`src/rtl/i2s_bram_capture.sv`:
```
// i2s_bram_capture: accepts signed 16-bit samples over valid/ready, queues them in a
// small FIFO and writes each one, sign-extended to 32 bits, into a shared BRAM port.
module i2s_bram_capture #(
  parameter int          NUM_WORDS  = 256,
  parameter int          FIFO_DEPTH = 4,
  parameter logic [31:0] BASE_ADDR  = 32'h0000_0000
) (
  input  logic                      clk,
  input  logic                      rst,
  output logic [31:0]               BRAM_addr,
  output logic                      BRAM_clk,
  output logic [31:0]               BRAM_din,
  input  logic [31:0]               BRAM_dout,
  output logic                      BRAM_en,
  output logic                      BRAM_rst,
  output logic [3:0]                BRAM_we,
  input  logic                      bram_grant,
  input  logic                      arm,
  input  logic                      stop,
  input  logic                      circular,
  input  logic [15:0]               sample_in,
  input  logic                      sample_valid,
  output logic                      sample_ready,
  output logic                      done,
  output logic                      wrapped,
  output logic                      overflow,
  output logic [$clog2(NUM_WORDS):0] words_written
);

  localparam int IW  = $clog2(NUM_WORDS);
  localparam int CW  = IW + 1;
  localparam int PW  = $clog2(FIFO_DEPTH);
  localparam int FCW = PW + 1;

  typedef enum logic [1:0] {
    ST_IDLE    = 2'd0,
    ST_CAPTURE = 2'd1,
    ST_DRAIN   = 2'd2,
    ST_DONE    = 2'd3
  } state_t;

  state_t          state_r;
  state_t          state_nxt_s;
  logic [15:0]     mem_r [FIFO_DEPTH];
  logic [PW-1:0]   wr_ptr_r;
  logic [PW-1:0]   rd_ptr_r;
  logic [FCW-1:0]  count_r;
  logic [IW-1:0]   index_r;
  logic            circ_r;
  logic            fifo_full_s;
  logic            fifo_empty_s;
  logic            push_s;
  logic            issue_s;
  logic            arm_s;
  logic            last_s;
  logic            flush_s;
  logic            unused_dout_s;

  function automatic logic [31:0] sext(input logic [15:0] s);
    return {{16{s[15]}}, s};
  endfunction

  function automatic logic [31:0] word_addr(input logic [IW-1:0] idx);
    return BASE_ADDR + {{(30-IW){1'b0}}, idx, 2'b00};
  endfunction

  assign BRAM_clk      = clk;
  assign unused_dout_s = ^BRAM_dout;

  assign fifo_full_s  = (count_r == FCW'(FIFO_DEPTH));
  assign fifo_empty_s = (count_r == {FCW{1'b0}});
  assign sample_ready = (state_r == ST_CAPTURE) && !fifo_full_s;
  assign push_s       = sample_valid && sample_ready;
  assign issue_s      = !fifo_empty_s && bram_grant &&
                        ((state_r == ST_CAPTURE) || (state_r == ST_DRAIN));
  assign arm_s        = arm && ((state_r == ST_IDLE) || (state_r == ST_DONE));
  assign last_s       = issue_s && (index_r == IW'(NUM_WORDS - 1));
  // A one-shot capture throws away whatever is still queued after its final word.
  assign flush_s      = arm_s || (last_s && !circ_r);

  // State register.
  always_ff @(posedge clk or negedge rst) begin
    if (!rst) begin
      state_r <= ST_IDLE;
    end else begin
      state_r <= state_nxt_s;
    end
  end

  // Next-state logic; the final one-shot write wins over a coincident stop.
  always_comb begin
    state_nxt_s = state_r;
    case (state_r)
      ST_IDLE: begin
        if (arm) state_nxt_s = ST_CAPTURE;
        else     state_nxt_s = ST_IDLE;
      end
      ST_CAPTURE: begin
        if (last_s && !circ_r) state_nxt_s = ST_DONE;
        else if (stop)         state_nxt_s = ST_DRAIN;
        else                   state_nxt_s = ST_CAPTURE;
      end
      ST_DRAIN: begin
        if (last_s && !circ_r) state_nxt_s = ST_DONE;
        else if (fifo_empty_s) state_nxt_s = ST_DONE;
        else                   state_nxt_s = ST_DRAIN;
      end
      ST_DONE: begin
        if (arm) state_nxt_s = ST_CAPTURE;
        else     state_nxt_s = ST_DONE;
      end
      default: state_nxt_s = ST_IDLE;
    endcase
  end

  // FIFO storage; contents need no reset because count_r gates every read.
  always_ff @(posedge clk) begin
    if (push_s) mem_r[wr_ptr_r] <= sample_in;
  end

  // FIFO pointers, BRAM write port, index and status flags.
  always_ff @(posedge clk or negedge rst) begin
    if (!rst) begin
      wr_ptr_r      <= {PW{1'b0}};
      rd_ptr_r      <= {PW{1'b0}};
      count_r       <= {FCW{1'b0}};
      index_r       <= {IW{1'b0}};
      circ_r        <= 1'b0;
      BRAM_addr     <= 32'h0000_0000;
      BRAM_din      <= 32'h0000_0000;
      BRAM_en       <= 1'b0;
      BRAM_we       <= 4'h0;
      BRAM_rst      <= 1'b1;
      done          <= 1'b0;
      wrapped       <= 1'b0;
      overflow      <= 1'b0;
      words_written <= {CW{1'b0}};
    end else begin
      BRAM_rst <= 1'b0;
      if (arm_s) circ_r <= circular;

      if (issue_s) begin
        BRAM_en   <= 1'b1;
        BRAM_we   <= 4'hF;
        BRAM_addr <= word_addr(index_r);
        BRAM_din  <= sext(mem_r[rd_ptr_r]);
      end else begin
        BRAM_en <= 1'b0;
        BRAM_we <= 4'h0;
      end

      if (arm_s || last_s) index_r <= {IW{1'b0}};
      else if (issue_s)    index_r <= index_r + IW'(1);

      if (arm_s)                    wrapped <= 1'b0;
      else if (last_s && circ_r)    wrapped <= 1'b1;

      if (arm_s) overflow <= 1'b0;
      else if ((state_r == ST_CAPTURE) && sample_valid && !sample_ready) overflow <= 1'b1;

      done <= (state_r == ST_DONE) && !arm_s;

      if (arm_s) words_written <= {CW{1'b0}};
      else if (issue_s && (words_written != CW'(NUM_WORDS)))
        words_written <= words_written + CW'(1);

      if (flush_s) begin
        wr_ptr_r <= {PW{1'b0}};
        rd_ptr_r <= {PW{1'b0}};
        count_r  <= {FCW{1'b0}};
      end else begin
        if (push_s)  wr_ptr_r <= wr_ptr_r + PW'(1);
        if (issue_s) rd_ptr_r <= rd_ptr_r + PW'(1);
        case ({push_s, issue_s})
          2'b10:   count_r <= count_r + FCW'(1);
          2'b01:   count_r <= count_r - FCW'(1);
          default: count_r <= count_r;
        endcase
      end
    end
  end

endmodule

```
`config.mk`:
```
export PLATFORM = sky130hd
export DESIGN_NAME = i2s_bram_capture
export DESIGN_NICKNAME = d
export VERILOG_FILES = /design/src/rtl/i2s_bram_capture.sv
export SDC_FILE = /design/constraint.sdc
export NUM_CORES = 1
export LEC_CHECK = 0
export BUFFER_PORTS_ARGS = -buffer_cell sky130_fd_sc_hd__clkbuf_2
export CAP_MARGIN = 25
export CORE_MARGIN = 4
export CORE_UTILIZATION = 53
export CTS_BUF_LIST = sky130_fd_sc_hd__clkbuf_16
export DETAILED_ROUTE_END_ITERATION = 8
export PLACE_DENSITY = 0.79
export SYNTH_ARGS = -nofsm -noshare
export SYNTH_HDL_FRONTEND = slang
export SYNTH_SLANG_ARGS = --single-unit
```
`constraint.sdc`:
```
create_clock -name clk -period 2.5 [get_ports clk]
set_input_delay 0.5 -clock clk [delete_from_list [all_inputs] [get_ports clk]]
set_output_delay 0.5 -clock clk [all_outputs]
set_load 0.02 [all_outputs]
```
* Word level (Yosys, flattened, before mapping) *
Memory sizes are Yosys's and may differ from the RTL's. A register that Yosys moved wholly into a read port is not among the register bits.
Index checks and enable logic that the tools add are counted.

word-level totals
  bits in registers = 44
  bits in latches = 0
  memory bits (writable) = 64
  ROM bits = 0
  input port bits = 55
  output and inout bits = 84
  word-level logic and storage cells = 85
  memories kept = 1

operators by class
  $add $sub $neg = 6
  $mul = 0
  divide/modulo/power cells = 0
  magnitude comparators = 0
  eq/ne operators = 8
  shift operators = 0
  muxes and demuxes = 25
  bitwise logic cells = 0
  reduce and logical (&&, ||, !) cells = 31

memory list
  name   words  bits a word  read ports  clocked after memory_dff  wr ports  line  source
  mem_r  4      16           1           1                         1         44    logic [15:0] mem_r [FIFO_DEPTH];

operators with widths
  operator                                                             count
  9-bit 2-to-1 mux                                                     2
  8-bit 2-to-1 mux                                                     2
  2-bit 2-to-1 mux                                                     7
  1-bit logical AND                                                    12
  2-bit nonzero test                                                   6
  1-bit 2-to-1 mux                                                     10
  9-bit by 1-bit adder with 9-bit output (second input constant)       1
  9-bit != test (second input constant)                                1
  8-bit by 1-bit adder with 8-bit output (second input constant)       1
  8-bit == test (second input constant)                                1
  2-bit case mux with 4 select lines                                   1
  2-bit == test (second input constant)                                3
  1-bit zero test                                                      6
  3-bit case mux with 2 select lines                                   1
  2-bit by 1-bit adder with 2-bit output (second input constant)       2
  2-bit by 1-bit == test with 1-bit output (second input constant)     2
  1-bit logical OR                                                     4
  4-bit 2-to-1 mux                                                     1
  3-bit by 1-bit adder with 3-bit output (second input constant)       1
  3-bit == test (second input constant)                                1
  3-bit zero test                                                      1
  3-bit 2-to-1 mux                                                     1
  3-bit nonzero test                                                   1
  3-bit by 1-bit subtractor with 3-bit output (second input constant)  1
  2-bit zero test                                                      1

* Longest topological paths before layout *
Gate-level depths: netlist of run 1.

  depth after elaboration = 8
  gate-level depth with buffers = 8
  gate-level depth less buffers = 7

==> results of run 1 <==
## cell families (layout without fill, tap and decap cells)
family	count (synthesis)	in the layout	synth area share [%]
fa+ha+maj	12	12	2.95
mux	21	21	7.70
flops	120	120	62.2
simple gates	144	144	12.4
other cells	1	25	0.0702
buf+inv	69	142	8.33
compound gates	29	29	4.59
xor+xnor	11	11	1.80
## worst paths after layout
kind,depth (start not counted),end,slack (ns)
max,3,sample_ready,0.20
max reg2reg,8,count_r[2],0.24
max in group asynchronous,3,BRAM_addr[8],1.27
min,1,mem_r[0][9],0.20
min reg2reg,2,BRAM_addr[5],0.47
min in group asynchronous,2,words_written[3],0.53
## flip-flops by register name, summed over array words and instances (netlist names)
| register | cells |
|---|---|
| BRAM_addr | 8 |
| BRAM_din | 16 |
| BRAM_rst | 1 |
| BRAM_we | 1 |
| circ_r | 1 |
| count_r | 3 |
| done | 1 |
| index_r | 8 |
| mem_r | 64 |
| overflow | 1 |
| rd_ptr_r | 2 |
| state_r | 2 |
| words_written | 9 |
| wr_ptr_r | 2 |
| wrapped | 1 |
## cell usage in the layout (no fill, tap or decap), types with 2 or more instances in the layout
cell	instances
conb_1	25
clkinv_4	3
mux2i_1	4
xnor2_1	7
xor2_1	4
mux4_2	16
nand2_1	87
clkbuf_16	20
nor2_1	20
inv_1	10
inv_6	3
bufinv_16	2
edfxtp_1	64
ha_1	11
dfrtp_1	55
nor3_1	5
clkinv_1	2
and2_1	3
o31ai_1	2
nand3_1	8
nor3b_1	2
buf_4	13
nand2b_1	2
clkbuf_2	82
clkinvlp_4	3
a211oi_1	2
and3_1	5
clkinv_2	2
o21ai_0	5
a21oi_1	6
nand4_1	4
a211o_1	2
## metrics by stage
step / instances / area [um2] / power (mW) / hold WS, ns
3_5_place_dp: 601 / 5710 / 5.07 / 0.461
2_1_floorplan: 431 / 5440 / 4.57 / 0.204
4_1_cts: 637 / 6370 / 7.72 / 0.180
6_report: 637 / 6370 / 7.65 / 0.196
5_1_grt: 637 / 6370 / 8.05 / 0.188
3_3_place_gp: 601 / 5710 / 4.97 / 0.459
## routing by layer
metal	share of wire (%)	routed length [um]
met4	3.0	327
met5	0	0
met3	5.7	612
met1	40	4310
met2	51	5470
## layout make-up
type | count | area [um2] | share of cell area [%]
tap | 133 | 166 | 2.61
inverter | 11 | 41.3 | 0.648
clock buffer | 21 | 505 | 7.94
multi-input combinational | 242 | 1670 | 26.1
clock inverter | 15 | 153 | 2.40
timing repair buffer | 95 | 513 | 8.06
sequential | 120 | 3320 | 52.2
## worst max-delay path: cells and delay by family, from the launching register on
family	cells	cell delay [ns]
AND/OR/NAND/NOR	2	0.65
flip-flops	1	0.48
buffers and inverters	1	0.15
## timing repair
action / CTS / global route
setup buffers: 0 / 0
hold endpoints to repair: 21 / 0
hold buffers: 1 / 0
## power groups by stage
stage / combinational (mW) / clock (mW) / sequential (mW)
floorplan: 1.61 / 0.0467 / 2.91
global placement: 2.16 / 0.0371 / 2.77
detailed placement: 2.23 / 0.0371 / 2.80
CTS: 2.29 / 2.66 / 2.77
global route: 2.46 / 2.77 / 2.82
finish: 2.26 / 2.63 / 2.77
==> results by group, run 1 <==
Yosys
  – Post-Syn Area: roughly 0.0053 mm2
  – Yosys Warn Count: 0
  – Area leader, netlist: edfxtp_1
  – Most frequent cells after synthesis: nand2_1 (87), edfxtp_1 (64), dfrtp_1 (55)
  – Post-synth top area share: 36.0%
  – Asr flop ratio synth: 46.7%
  – Avg Cell Area, Syn: 13.1 um2
  – Synth area leaders: edfxtp_1 (36%), dfrtp_1 (26%), mux4_2 (6.7%), buf_4 (6.3%), nand2_1 (6.1%)
  – Post-synthesis cell count: 407
  – Top_reg_cell synth: edfxtp_1
  – Synth cell types: 52
  – Synthesized flop and latch total: 120
  – Post-synth EDFFs: between 60 and 70
  – Sequential fraction of the synthesis area: ~62%
  – Count leader, synth: nand2_1

Min path
  – Worst hold-check path type: in -> reg
  – Hold path start: sample_in[9]

Timing
  – Setup ws final: between 0.2 and 0.25 ns
  – Final Hold Viols: 0
  – Fmax: 435 MHz
  – RSZ-0062 raised after global routing: no
  – Slew @ Worst Pin: ~0.82 ns
  – Slew HR: about 46%
  – Part of the cycle the worst path needs: 91.9%
  – Final slew viol count: 0
  – Setup TNS: 0 ns
  – Period minus WS final: 2.30 ns
  – Clock skew: 0.0140 ns
  – Setup Viol. Count Final: 0

Detailed routing
  – DRC: 0
  – WL final: 10,700 um
  – Drt first pass iters: 4
  – Initial drt markers: 172
  – DR WL/cell: 16.8 um
  – Routed vias/inst: 5.24
  – Routed vias: 3,341
  – Post-route ant nets: 0

Clock network
  – Clock transition at path regs: 0.06 ns
  – TritonCTS clock tree: yes
  – Clock latency at the later pin of the worst-skew pair: around 0.52 ns
  – # resized after CTS: 0

GRT
  – GR met1 Demand/Resource: 23.4%
  – Initial antenna violation count: 0
  – Vias in the first global route: between 3,000 and 4,000
  – First-pass GRT wire length: 17,000 um
  – Pin count of the biggest net entering global routing: 25
  – Grt total ovfl: 0
  – Met2 Resource Use GR: 31.5%
  – GR peak layer: met2
  – GR Layer Usage met3: 6.03%
  – All-layer global routing usage: 19.7%

Worst setup path
  – Worst Path Required: 2.00 ns
  – Slowest Stage Delay on Critical Path: 0.48 ns
  – Setup crit start: count_r[1]
  – Critical path peak fanout: 6
  – Cells along the critical path: or3b_4, and2_1, clkbuf_2
  – Crit end category: output port
  – Crit Path Class: reg -> out
  – Worst r2r src: state_r[0]
  – Critical path data arrival time: ~1.8 ns
  – CP startpoint kind: flop
  – CP max-delay cell: dfrtp_1

Placement
  – Port bufs: 82
  – Post-place setup slack: between 0.3 and 0.4 ns
  – RD Place Congestion: 0.772
  – Final HPWL DP: 6800 um

Pwr
  – Leak pwr: 2.81 nW
  – Peak supply drop: 0.000694 V
  – Sw Share: a little over a third
  – Flop pwr share: 36.2%
  – Clock power frac: between 30% and 40%
  – Power Density: 1200 mW/mm2
  – P_int: 4.96 mW
  – Combinational power share: about 30%
  – Sw power: approximately 2.7 mW

Floorplan
  – Area of the core: 0.00982 mm2
  – Initial Util: between 50% and 60%
  – Die height: around 110 um
  – Site Rows: 36
  – Die X-Extent: 108 um
  – Die Area: 0.0118 mm2
  – IO Pins: 139

Cells and area
  – Share of cells above drive strength 1: 31.2%
  – Area Overhead vs Synth: 19.1%
  – Number of fill cells in the layout: 724
  – N_diodes: 0
  – Post-layout util: 64.9%
  – Nets: 558

Job
  – Max Cap Viol: 0

Outcome
  – Status: complete, no violations
(Power assumes the default switching activity.)
==> inputs of run 2 (changes only) <==
- ABC_AREA: unset -> 1
==> results by group, run 2 <==
Outcome
  – Status: complete, no violations

Pwr
  – Leak pwr: 2.84 nW
  – Total power: 8.02 mW
  – Power Density: 1250 mW/mm2
  – Peak supply drop: 0.000881 V

Detailed routing
  – Routed vias: 3,877
  – DR WL/cell: 14.9 um
  – DRC: 0
  – Initial drt markers: approximately 250
  – Routed vias/inst: 5.16
  – Drt first pass iters: 5
  – Post-route ant nets: 0
  – WL final: 11,200 um

Floorplan
  – Die Area: 0.0119 mm2
  – Initial Util: 55.0%
  – IO Pins: 139
  – Site Rows: 36
  – Die X-Extent: about 110 um
  – Die height: approximately 110 um
  – Area of the core: 0.00986 mm2

Yosys
  – Synth Area in Adders: 2.90%
  – Compound-Gate Fraction of Synth Area: under 10%
  – Asr flop ratio synth: 46.7%
  – Post-Syn Area: 0.00543 mm2
  – Count leader, synth: nor2_1
  – Post-synthesis cell count: between 500 and 600
  – Main combinational cell family by area after synthesis: simple AND/OR/NAND/NOR gates
  – Synth area leaders: edfxtp_1 (35%), dfrtp_1 (25%), nor2_1 (7.1%), buf_4 (6.5%), o21ai_0 (4.8%)
  – Post-synth EDFFs: 64
  – Avg Cell Area, Syn: 10.2 um2
  – Top_reg_cell synth: edfxtp_1
  – Area leader, netlist: edfxtp_1
  – Synthesized flop and latch total: 120
  – Synth cell types: 34
  – Yosys Warn Count: 0
  – Most frequent cells after synthesis: nor2_1 (102), edfxtp_1 (64), nand2_1 (61)
  – XOR/XNOR Fraction of Synth Area: 0.323%
  – Post-synthesis mux area share: less than 1%
  – Simple-gate share of the synthesized area: 15.1%
  – Sequential fraction of the synthesis area: between 60% and 70%
  – Post-synth top area share: 35.4%

GRT
  – GR met1 Demand/Resource: 21.8%
  – GR Layer Usage met3: 6.57%
  – Vias in the first global route: 3,697
  – Met2 Resource Use GR: 35.3%
  – GR peak layer: met2
  – Pin count of the biggest net entering global routing: 44
  – Initial antenna violation count: 0
  – First-pass GRT wire length: 17,600 um
  – Grt total ovfl: 0
  – All-layer global routing usage: between 20 and 25%

Worst setup path
  – Critical path data arrival time: 1.67 ns
  – Cells along the critical path: inv_1, ha_1, inv_1, nor2_1, clkbuf_2
  – Slowest Stage Delay on Critical Path: slightly below 0.4 ns
  – Top cell by count, worst path: inv_1
  – Critical path peak fanout: 5
  – Worst Path Required: 2.00 ns
  – Crit path max-delay family: flip-flops
  – CP max-delay cell: dfrtp_1
  – Crit Path Class: reg -> out
  – Crit path buf inv count: 3
  – CP startpoint kind: flop
  – Crit end category: output port

Timing
  – Fmax: 461 MHz
  – Setup Viol. Count Final: 0
  – RSZ-0062 raised after global routing: no
  – Period minus WS final: 2.17 ns
  – Slew HR: 56.2%
  – Final Hold Viols: 0
  – Final slew viol count: 0
  – Setup TNS: 0 ns
  – Slew @ Worst Pin: about 0.66 ns
  – Clock skew: a little over 0.009 ns
  – Part of the cycle the worst path needs: 86.9%
  – Hold WS: about 0.19 ns
  – Setup ws final: 0.329 ns

Cells and area
  – Nets: 673
  – Number of fill cells in the layout: 739
  – Most common cell after layout, fill and taps aside: nor2_1
  – Commonest non-fill, non-tap cells in the layout: nor2_1 (102), clkbuf_2 (82), edfxtp_1 (64)
  – Post-route cell area: 0.00641 mm2
  – Largest regs: mem_r (64), BRAM_din (16), words_written (9)
  – Area Overhead vs Synth: 18.1%
  – Share of cells above drive strength 1: between 20 and 25%
  – Biggest register: mem_r
  – Final std cells w/o fill: 752
  – N_diodes: 0
  – Max reg flops: 64
  – Post-layout util: between 60% and 70%

Placement
  – Post-place setup slack: 0.242 ns
  – DP Area: 0.00575 mm2
  – Final HPWL DP: between 6000 and 7000 um
  – Port bufs: 82
  – Placed cell count: 716
  – RD Place Congestion: approximately 0.83

Clock network
  – Clock transition at path regs: 0.06 ns
  – Postcts setup bufs: 0
  – TritonCTS clock tree: yes
  – Clock latency at the later pin of the worst-skew pair: 0.52 ns

Min path
  – Worst hold-check path type: in -> reg

Job
  – Max Cap Viol: 0
-- run 2: worst paths after layout --
path,from,end,slack (ns),cells after the start
max in group asynchronous,rst,BRAM_din[1],1.35,3
min in group asynchronous,rst,words_written[2],0.54,2
max reg2reg,state_r[0],count_r[2],0.34,8
max,state_r[1],sample_ready,0.33,5
min reg2reg,BRAM_addr[4],BRAM_addr[4],0.48,2
min,sample_in[14],mem_r[1][14],0.19,1
-- run 2: logic make-up after synthesis --
family,Yosys count
AOI/OAI and AO/OA,91
xor gates and xnor gates,2
adders and majority gates,12
buffers and inverters,108
DFF,120
muxes,1
other,1
and+or+nand+nor,195
-- run 2: where the power goes --
group / internal [mW] / total (mW) / switching, mW
combinational: 0.793 / 2.61 / 1.82
clock: 1.62 / 2.64 / 1.03
sequential: 2.49 / 2.76 / 0.272
-- run 2: routing by layer --
layer,up-vias,share of wire [%]
met5,-,0
met1,1839,37
met4,0,1.6
li1,1854,-
met3,23,8.3
met2,161,53
-- run 2: timing repair --
| item | in CTS | in global routing |
|---|---|---|
| hold endpoints to repair | 5 | 0 |
| setup endpoints to repair | 0 | 5 |
| hold buffers | 1 | 0 |
| gates resized for setup | 0 | 1 |
-- run 2: area by class of cell --
| class | instances | area, um2 | share of cell area (%) |
|---|---|---|---|
| Clock buffer | 21 | 505 | 7.88 |
| Clock inverter | 15 | 150 | 2.34 |
| Inverter | 47 | 178 | 2.77 |
| Multi-Input combinational cell | 326 | 1600 | 24.9 |
| Sequential cell | 120 | 3320 | 51.9 |
| Tap cell | 133 | 166 | 2.60 |
| Timing Repair Buffer | 90 | 492 | 7.67 |
==> inputs of run 3 (changes only) <==
- CORE_ASPECT_RATIO: unset -> 0.6
- CORE_UTILIZATION: 53 -> 55
- CTS_BUF_LIST: sky130_fd_sc_hd__clkbuf_16 -> sky130_fd_sc_hd__clkbuf_2 sky130_fd_sc_hd__clkbuf_4 sky130_fd_sc_hd__clkbuf_8
- PLACE_DENSITY: 0.79 -> 0.81
==> results by group, run 3 (same netlist as run 2, synthesis figures left out) <==
Detailed routing
  – Routed vias: 3,877
  – Drt first pass iters: 5
  – Routed vias/inst: 5.20
  – WL final: roughly 11,000 um
  – Post-route ant nets: 0
  – Initial drt markers: approximately 290
  – DR WL/cell: 15.2 um
  – DRC: 0

Cells and area
  – Biggest register: mem_r
  – Largest regs: mem_r (64), BRAM_din (16), words_written (9)
  – Max reg flops: 64
  – Share of cells above drive strength 1: 21.8%
  – Commonest non-fill, non-tap cells in the layout: nor2_1 (102), clkbuf_2 (82), edfxtp_1 (64)
  – N_diodes: 0
  – Most common cell after layout, fill and taps aside: nor2_1
  – Nets: 670
  – Area Overhead vs Synth: 14.4%

Clock network
  – H-tree Lvls: 4
  – TritonCTS clock tree: yes
  – Clock latency at the later pin of the worst-skew pair: 0.42 ns
  – Clock tree buffer depth: 2
  – Clock transition at path regs: 0.08 ns
  – # resized after CTS: 0
  – CTS Buf Count: 17
  – Postcts setup bufs: 0
  – CTS root buf: clkbuf_8
  – # hold bufs at CTS: 0

Worst setup path
  – Critical path data arrival time: roughly 1.8 ns
  – Top cell by count, worst path: clkbuf_8
  – CP max-delay cell: clkbuf_8
  – Critical path peak fanout: 16
  – CP startpoint kind: clock port
  – Crit path max-delay family: buffers and inverters
  – Crit end category: output port
  – Slowest Stage Delay on Critical Path: 0.19 ns
  – Reg-to-reg slack, setup: 0.27 ns
  – Crit Path Class: clk -> out
  – Worst r2r src: state_r[0]
  – Worst Path Required: 2.00 ns
  – Crit path buf inv count: 3
  – Cells along the critical path: clkbuf_8, clkbuf_8, clkbuf_2
  – Worst reg2reg path depth: 9
  – R2r endpoint: index_r[2]

Outcome
  – Status: complete, no violations

Placement
  – Port bufs: just over 80
  – Final HPWL DP: 7510 um
  – RD Place Congestion: 0.871

Timing
  – Final Hold Viols: 0
  – Slew HR: a little over two fifths
  – RSZ-0062 raised after global routing: no
  – Final slew viol count: 0
  – Setup Viol. Count Final: 0
  – Clock skew: 0.0119 ns
  – Setup TNS: 0 ns
  – Slew @ Worst Pin: ~0.87 ns

Pwr
  – Power Density: approximately 1200 mW/mm2
  – Peak supply drop: 0.000564 V
  – Total power: roughly 7.4 mW
  – Leak pwr: 2.74 nW

Floorplan
  – Die height: 85.0 um
  – Site Rows: 27
  – Die X-Extent: 136 um
  – Area of the core: 0.00939 mm2
  – Initial Util: 57.8%
  – Die Area: about 0.012 mm2
  – IO Pins: ~140

Job
  – Max Cap Viol: 0

Min path
  – Worst hold-check path type: in -> async

GRT
  – Vias in the first global route: 3,751
  – Pin count of the biggest net entering global routing: 44
  – All-layer global routing usage: 20.9%
  – Initial antenna violation count: 0
  – First-pass GRT wire length: between 15,000 and 20,000 um
  – Grt total ovfl: 0
## run 3: changes by cell type in the layout (fill, tap and decap cells not counted)
cell / before / now
buf_6: 1 / 0
clkbuf_8: 0 / 17
buf_4: 6 / 8
inv_6: 8 / 1
clkinv_2: 1 / 2
clkinvlp_4: 2 / 3
inv_8: 2 / 0
clkinv_4: 1 / 4
bufinv_16: 1 / 5
clkbuf_16: 20 / 0
dlygate4sd3_1: 1 / 0
## run 3: per-stage QoR
| step | utilization (%) | cell area (um2) | hold slack [ns] | setup slack [ns] | instances |
|---|---|---|---|---|---|
| after CTS | 66.1 | 6210 | 0.185 | 0.192 | 746 |
| after floorplan | - | 5520 | 0.204 | 0.553 | 554 |
| final | 66.1 | 6210 | 0.175 | 0.216 | 746 |
| after detailed placement | 61.2 | 5750 | 0.462 | 0.268 | 714 |
| after global routing | 66.1 | 6210 | 0.221 | 0.0310 | 746 |
| after global placement | 61.2 | 5750 | 0.462 | 0.357 | 714 |
## run 3: layout make-up
cell class | count | area, um2
tap | 130 | 163
multi-input combinational | 326 | 1600
fill | 704 | 3180
sequential | 120 | 3320
inverter | 47 | 178
clock inverter | 15 | 225
clock buffer | 18 | 239
timing repair buffer | 90 | 485
## run 3: metal layers
metal | part of all wire (%) | vias to the layer above | global-route usage, %
met4 | 1.3 | 0 | 9.52
met1 | 42 | 1824 | 27.2
met5 | 0 | - | 0
li1 | - | 1844 | -
met3 | 8.6 | 16 | 5.69
met2 | 49 | 193 | 33.1
## run 3: worst max path at each step
| stage | startpoint | slack, ns | cells past startpoint | endpoint |
|---|---|---|---|---|
| 2_1_floorplan | state_r[0] | 0.55 | 10 | count_r[2] |
| 4_1_cts | clk | 0.19 | 3 | BRAM_clk |
| 3_5_place_dp | state_r[0] | 0.27 | 8 | count_r[1] |
| 6_report | clk | 0.22 | 3 | BRAM_clk |
| 3_3_place_gp | state_r[0] | 0.36 | 8 | count_r[2] |
| 5_1_grt | state_r[0] | 0.03 | 8 | wr_ptr_r[1] |
## run 3: where the power goes
part	total [mW]	internal [mW]	switching, mW
logic	2.60	0.784	1.82
registers	2.78	2.49	0.293
clock network	2.02	1.20	0.822
